### src/rtl/fakeram130_64x15_arbiter_pkg.sv
// Shared types for the 64x15 fakeram130 access controller: FSM states and
// the per-requester request record.
package fakeram130_64x15_arbiter_pkg;

    localparam int els_lp        = 64;
    localparam int width_lp      = 15;
    localparam int addr_width_lp = 6;

    typedef enum logic {
        e_init,
        e_ready
    } state_e;

    typedef struct packed {
        logic                     w;
        logic [addr_width_lp-1:0] addr;
        logic [width_lp-1:0]      data;
        logic [width_lp-1:0]      mask;
    } req_s;

endpackage

### src/rtl/bsg_arb_round_robin.sv
// Round-robin arbiter, v/yumi flavour: the first request at or after the
// internal pointer wins; the pointer moves past the winner when yumi_i is set.
module bsg_arb_round_robin #(
    parameter int width_p = 2
) (
    input  logic                       clk_i,
    input  logic                       reset_i,
    input  logic [width_p-1:0]         reqs_i,
    input  logic                       yumi_i,
    output logic [width_p-1:0]         grants_o,
    output logic [$clog2(width_p)-1:0] tag_o,
    output logic                       v_o
);

    localparam int ptr_w_lp = $clog2(width_p);

    logic [ptr_w_lp-1:0] rr_ptr_q;
    logic [ptr_w_lp-1:0] sel;
    int                  idx;

    always_comb begin
        grants_o = '0;
        tag_o    = '0;
        v_o      = 1'b0;
        idx      = 0;
        sel      = '0;
        for (int i = 0; i < width_p; i++) begin
            idx = int'(rr_ptr_q) + i;
            if (idx >= width_p) idx = idx - width_p;
            sel = ptr_w_lp'(idx);
            if (!v_o && reqs_i[sel]) begin
                v_o           = 1'b1;
                grants_o[sel] = 1'b1;
                tag_o         = sel;
            end
        end
    end

    always_ff @(posedge clk_i) begin
        if (reset_i) begin
            rr_ptr_q <= '0;
        end else if (yumi_i && v_o) begin
            rr_ptr_q <= (tag_o == ptr_w_lp'(width_p-1)) ? '0 : tag_o + 1'b1;
        end
    end

endmodule

### src/rtl/fakeram130_64x15_arbiter.sv
// Shared-access controller for one 64x15 fakeram130 macro: clears the array
// after reset, then round-robins requesters onto the single port.
//
// state   | meaning
// e_init  | writing zero to address init_cnt_q, no grants
// e_ready | arbitrating requesters onto the macro
module fakeram130_64x15_arbiter
    import fakeram130_64x15_arbiter_pkg::*;
#(
    parameter int els_p        = els_lp,
    parameter int width_p      = width_lp,
    parameter int addr_width_p = addr_width_lp,
    parameter int num_req_p    = 2
) (
    input  logic                              clk_i,
    input  logic                              reset_i,
    input  logic [num_req_p-1:0]              v_i,
    input  logic [num_req_p-1:0]              w_i,
    input  logic [num_req_p*addr_width_p-1:0] addr_i,
    input  logic [num_req_p*width_p-1:0]      data_i,
    input  logic [num_req_p*width_p-1:0]      mask_i,
    output logic [num_req_p-1:0]              yumi_o,
    output logic [num_req_p-1:0]              v_o,
    output logic [width_p-1:0]                data_o,
    output logic                              init_done_o,
    output logic                              sram_ce_o,
    output logic                              sram_we_o,
    output logic [addr_width_p-1:0]           sram_addr_o,
    output logic [width_p-1:0]                sram_wd_o,
    output logic [width_p-1:0]                sram_w_mask_o,
    input  logic [width_p-1:0]                sram_rd_i
);

    localparam int tag_w_lp = $clog2(num_req_p);

    state_e                    state_q, state_n;
    logic [addr_width_p-1:0]   init_cnt_q;
    logic                      resp_v_q;
    logic [tag_w_lp-1:0]       resp_id_q;

    logic [num_req_p-1:0]      arb_reqs;
    logic [num_req_p-1:0]      arb_grants;
    logic [tag_w_lp-1:0]       arb_tag;
    logic                      arb_v;
    logic                      grant;
    req_s                      sel;

    // Requests are masked outside READY so the pointer never moves during clear.
    assign arb_reqs = (state_q == e_ready && !reset_i) ? v_i : '0;
    assign grant    = arb_v;

    bsg_arb_round_robin #(
        .width_p(num_req_p)
    ) rr (
        .clk_i   (clk_i),
        .reset_i (reset_i),
        .reqs_i  (arb_reqs),
        .yumi_i  (grant),
        .grants_o(arb_grants),
        .tag_o   (arb_tag),
        .v_o     (arb_v)
    );

    always_comb begin
        sel.w    = w_i[arb_tag];
        sel.addr = addr_i[int'(arb_tag)*addr_width_p +: addr_width_p];
        sel.data = data_i[int'(arb_tag)*width_p +: width_p];
        sel.mask = mask_i[int'(arb_tag)*width_p +: width_p];
    end

    always_comb begin
        state_n       = state_q;
        yumi_o        = '0;
        init_done_o   = 1'b0;
        sram_ce_o     = 1'b0;
        sram_we_o     = 1'b0;
        sram_addr_o   = '0;
        sram_wd_o     = '0;
        sram_w_mask_o = '0;
        if (!reset_i) begin
            case (state_q)
                e_init: begin
                    sram_ce_o     = 1'b1;
                    sram_we_o     = 1'b1;
                    sram_addr_o   = init_cnt_q;
                    sram_w_mask_o = '1;
                    if (init_cnt_q == addr_width_p'(els_p-1)) state_n = e_ready;
                end
                e_ready: begin
                    init_done_o = 1'b1;
                    if (grant) begin
                        yumi_o        = arb_grants;
                        sram_ce_o     = 1'b1;
                        sram_we_o     = sel.w;
                        sram_addr_o   = sel.addr;
                        sram_wd_o     = sel.data;
                        sram_w_mask_o = sel.mask;
                    end
                end
                default: state_n = e_init;
            endcase
        end
    end

    // The macro returns read data one cycle after ce, so the response simply
    // forwards sram_rd_i in the cycle after the grant.
    assign v_o    = (resp_v_q && !reset_i) ? (num_req_p'(1) << resp_id_q) : '0;
    assign data_o = sram_rd_i;

    always_ff @(posedge clk_i) begin
        if (reset_i) begin
            state_q    <= e_init;
            init_cnt_q <= '0;
            resp_v_q   <= 1'b0;
            resp_id_q  <= '0;
        end else begin
            state_q <= state_n;
            if (state_q == e_init) init_cnt_q <= init_cnt_q + 1'b1;
            resp_v_q  <= grant && !sel.w;
            resp_id_q <= arb_tag;
        end
    end

endmodule

### config.mk
export PLATFORM = sky130hd
export DESIGN_NAME = fakeram130_64x15_arbiter
export DESIGN_NICKNAME = d
export VERILOG_FILES = /design/src/rtl/fakeram130_64x15_arbiter_pkg.sv /design/src/rtl/bsg_arb_round_robin.sv /design/src/rtl/fakeram130_64x15_arbiter.sv
export SDC_FILE = /design/constraint.sdc
export NUM_CORES = 1
export LEC_CHECK = 0
export ABC_AREA = 1
export CORE_ASPECT_RATIO = 1.1
export CORE_MARGIN = 2
export CORE_UTILIZATION = 28
export CTS_CLUSTER_DIAMETER = 100
export DETAILED_ROUTE_END_ITERATION = 6
export PLACE_DENSITY_LB_ADDON = 0.05
export SLEW_MARGIN = 5
export SYNTH_ARGS = -nofsm -noshare
export SYNTH_HDL_FRONTEND = slang
export SYNTH_SLANG_ARGS = --single-unit
### constraint.sdc
create_clock -name clk_i -period 1.3 [get_ports clk_i]
set_input_delay 0.195 -clock clk_i [delete_from_list [all_inputs] [get_ports clk_i]]
set_output_delay 0.195 -clock clk_i [all_outputs]
set_load 0.005 [all_outputs]
==> results of run 1 <==
-- worst max-delay path, cell delays in order (launching register included) --
cell and delay [ns]:
sky130_fd_sc_hd__dfxtp_2 0.35, sky130_fd_sc_hd__inv_4 0.05, sky130_fd_sc_hd__nor2_8 0.11, sky130_fd_sc_hd__buf_6 0.12, sky130_fd_sc_hd__o21ai_4 0.06, sky130_fd_sc_hd__inv_4 0.07, sky130_fd_sc_hd__buf_12 0.12, sky130_fd_sc_hd__buf_8 0.11
sky130_fd_sc_hd__o21ai_2 0.06, sky130_fd_sc_hd__nor2_2 0.12, sky130_fd_sc_hd__buf_2 0.14
-- layer usage --
metal | part of all wire, % | vias to the layer above
met5 | 0 | -
met4 | 2.0 | 0
met3 | 4.5 | 13
met2 | 52 | 71
met1 | 41 | 886
li1 | - | 1040
-- how the worst max path moves through the flow --
stage                       startpoint                to  slack (ns)  cells after the start
floorplan           state_q$_SDFF_PP0_     sram_wd_o[10]        0.02                      7
global placement               reset_i    sram_addr_o[4]       -0.88                      8
global route        state_q$_SDFF_PP0_      sram_wd_o[0]       -0.51                     10
finish              state_q$_SDFF_PP0_      sram_wd_o[0]       -0.44                     10
detailed placement             reset_i  sram_w_mask_o[0]       -0.89                      8
CTS                 state_q$_SDFF_PP0_    sram_addr_o[2]       -0.44                     10
-- timing repair --
| item | in CTS | in global routing |
|---|---|---|
| hold buffers | 0 | 0 |
| setup buffers | 16 | 3 |
| endpoints found under the setup margin | 46 | 44 |
| pin swaps | 11 | 16 |
| gates cloned | 3 | 0 |
| gates resized for setup | 207 | 23 |
-- state kept, by name, summed over array words and instances, names as in the netlist --
register / count
state_q: 1
resp_id_q: 1
resp_v_q: 1
init_cnt_q: 6
rr.rr_ptr_q: 1
-- cell type report --
| cell class | instances | area [µm²] |
|---|---|---|
| clock buffer | 4 | 55.05 |
| fill | 463 | 1727 |
| inverter | 33 | 128.9 |
| multi-input combinational | 181 | 908.4 |
| sequential | 10 | 201.4 |
| tap | 56 | 70.07 |
| timing repair buffer | 164 | 1464 |
-- Yosys cell counts, drive strengths merged --
cell    count  area share, %
nand3      11            4.6
inv        33            9.7
clkbuf      1           0.29
a21oi       3            1.1
nor3        5            1.9
o21ai      37             14
nand4       1           0.48
ha          1           0.96
nor2       62             19
a31o        1           0.67
nand2      60             17
buf        27             14
dfxtp      10             15
-- logic make-up (layout without fill, tap and decap cells) --
| family | count (synthesis) | after routing | share of synthesized area (%) |
|---|---|---|---|
| fa+ha+maj | 1 | 1 | 0.9568 |
| flops | 10 | 10 | 15.31 |
| buf+inv | 61 | 201 | 24.21 |
| compound gates | 41 | 41 | 16.27 |
| simple gates | 139 | 139 | 43.25 |
-- power breakdown --
| part | total (mW) | switching [mW] | internal, mW |
|---|---|---|---|
| clock | 0.391 | 0.124 | 0.266 |
| sequential | 0.320 | 0.00418 | 0.315 |
| combinational | 0.437 | 0.139 | 0.298 |
| total | 1.15 | 0.268 | 0.880 |
-- through the flow --
stage | std cells | worst slack (ns) | util (%)
6_report | 448 | -0.4368 | 62.09
5_1_grt | 448 | -0.5091 | 62.09
4_1_cts | 447 | -0.4429 | 60.49
3_5_place_dp | 427 | -0.8929 | 58.54
3_3_place_gp | 427 | -0.8789 | 58.54
2_1_floorplan | 252 | 0.01760 | -
-- cell usage in the layout, fill, tap and decap left out, types with 7 or more instances in the layout --
cell type	netlist	routed
sky130_fd_sc_hd__nor2_1	61	56
sky130_fd_sc_hd__nand3_1	10	9
sky130_fd_sc_hd__o21ai_2	1	8
sky130_fd_sc_hd__buf_6	1	14
sky130_fd_sc_hd__inv_1	30	29
sky130_fd_sc_hd__dfxtp_1	10	9
sky130_fd_sc_hd__clkdlybuf4s50_1	0	74
sky130_fd_sc_hd__nand2_2	0	7
sky130_fd_sc_hd__nand2_1	60	50
sky130_fd_sc_hd__o21ai_1	28	26
sky130_fd_sc_hd__buf_4	18	23
sky130_fd_sc_hd__buf_2	8	41
==> impl.org, run 1 <==
** Power
- Overall power consumption after layout is estimated at 1.148 mW.
- Power per Cell Area :: slightly above 400 mW/mm²
- For this design the static power due to leakage is between 1 and 1.5 nW.
- Max rail drop VDD :: 0.0006200 V

** Die
- CORE AREA :: 0.004554 mm²
- Die area :: 0.005233 mm²
- Width of the die :: just under 70 µm
- Std cell rows :: 26
- For this design the top-level I/O count stands at 151.
- Y dimension of the die :: 75.67 µm
- The initial utilization of the core area, before any placement, comes to 28.71%.

** Timing
- The number of slew-limit violations in the final report was 0.
- The count of endpoints failing hold in the final timing report is 0.
- Setup violations remaining at the end of the flow were counted as 41.
- Dividing the final minimum period by the clock period gives 133.6%.
- Post-route worst hold slack :: 0.3188 ns
- Total negative setup slack :: -13.83 ns
- Time the worst path needs with I/O delays and setup :: around 1.7 ns
- For this run, the top clock speed supported by timing is 575.8 MHz.
- For the pin with the worst max-slew slack, the measured transition is 0.1955 ns.
- Clock skew on the completed layout was measured at 0.003560 ns.
- The worst pin sits at a relative slew slack of 86.97%.
- RSZ-0062 raised after global routing :: yes
- Post-route setup slack :: -0.4368 ns

** Placed design
- Final Wtd Congestion :: about 0.8
- Count of input and output buffers :: 120
- Summed over all nets, the half-perimeter wirelength after detailed placement is 4.032 mm.
- Summing all placed instances gives a cell area of 0.002666 mm².

** Synthesis
- In this run the cell area of the synthesized design comes to 0.001308 mm².
- During synthesis, Yosys emitted a total of 0 warnings.
- Counting distinct cell types in the post-synthesis netlist gives 21.
- Synthesized instance count :: 252
- Syn avg cell area :: 5.189 µm²
- Total nets after synthesis :: 346
- Count of state elements after synthesis :: 10
- Of the synthesized area, sequential elements account for between 10% and 20%.

** Global routing
- Maximum number of pins on one net before global-route repair :: 28
- Met3 layer usage reported by global route :: 3.175%
- After global routing, the most crowded layer is met2.
- The first global-routing pass estimated 8.880 mm of wire.
- In the global route stage, met2 resource usage came out at 39.64%.
- Aggregate global routing overflow :: 0
- Antenna violations before repair :: 0
- For this run, global-route usage on met1 was measured as 24.48%.
- The via count of the first global-routing pass is ~1900.
- Global routing used 20.87% of the available tracks.

** Outcome
- Failing checks :: setup timing
- Result of the run :: finished, violations left

** Drt
- The detail route stage leaves a number of antenna-violating nets equal to 0.
- Dividing the detail-routed via count by the number of cells gives 4.487.
- DRC marker count from the first detailed-route iteration :: 85
- Via count :: 2010
- Drt pass-1 iters :: 4
- The final layout contains routed wiring with a total length of 5.633 mm.
- Routed length per placed instance :: 12.57 µm
- For this run, design rule violations remaining after detail routing come to 0.

** Final layout
- Summing all non-filler instances in the final layout gives an area of 0.002828 mm².
- Compared with the post-synthesis result, the final layout area differs by 116.3%.
- Antenna diode count :: 0
- Nets :: 487
- The post-route netlist has 31.89% of its cells at a drive strength greater than 1.

** Clock tree
- Largest buffer count on any clock path :: 2
- TritonCTS created 3 clock buffers.
- Clk Tree Root Cell :: sky130_fd_sc_hd__clkbuf_8
- TritonCTS built the clock tree.
- Number of levels the H-tree was split into :: 1
- For this design, the sink count on the clock tree is 10.
- After clock tree synthesis, the clock-pin slew on the worst setup and hold paths is 0.05 ns.
- For the worst-skew pair, the clock arrives at the later sink with an insertion delay of roughly 0.24 ns.

** Worst setup path
- Worst reg-to-reg setup slack :: -0.10 ns
- The worst register-to-register path begins at state_q$_SDFF_PP0_.
- The worst setup path is captured at an output pin.
- For the worst setup path, the data arrival time is 1.54 ns.
- The number of cells on the worst reg-to-reg path is 11.
- The critical path in this run is classified as flip-flop to output pin.
- At the worst endpoint, the required time is 1.11 ns.
- In this run the critical register-to-register path is captured at rr.rr_ptr_q$_SDFFE_PP0N_.
- In this run the worst path has a maximum fanout of 5.
- Type of element launching the critical path :: flip-flop

** Flow run
- Max cap viols :: 0

** Min path
- The startpoint identified for the worst hold timing path is reset_i.
- End of the worst hold path :: rr.rr_ptr_q$_SDFFE_PP0N_
- Min-delay worst type :: primary input to flip-flop
- Number of cells traversed by the worst hold path :: 3
(Power assumes the default switching activity.)
==> run 2, diff against run 1 <==
Settings changed: RECOVER_POWER set to 25.
==> results of run 2 <==
The final DEF is identical to that of run 1; final timing and power are the same.
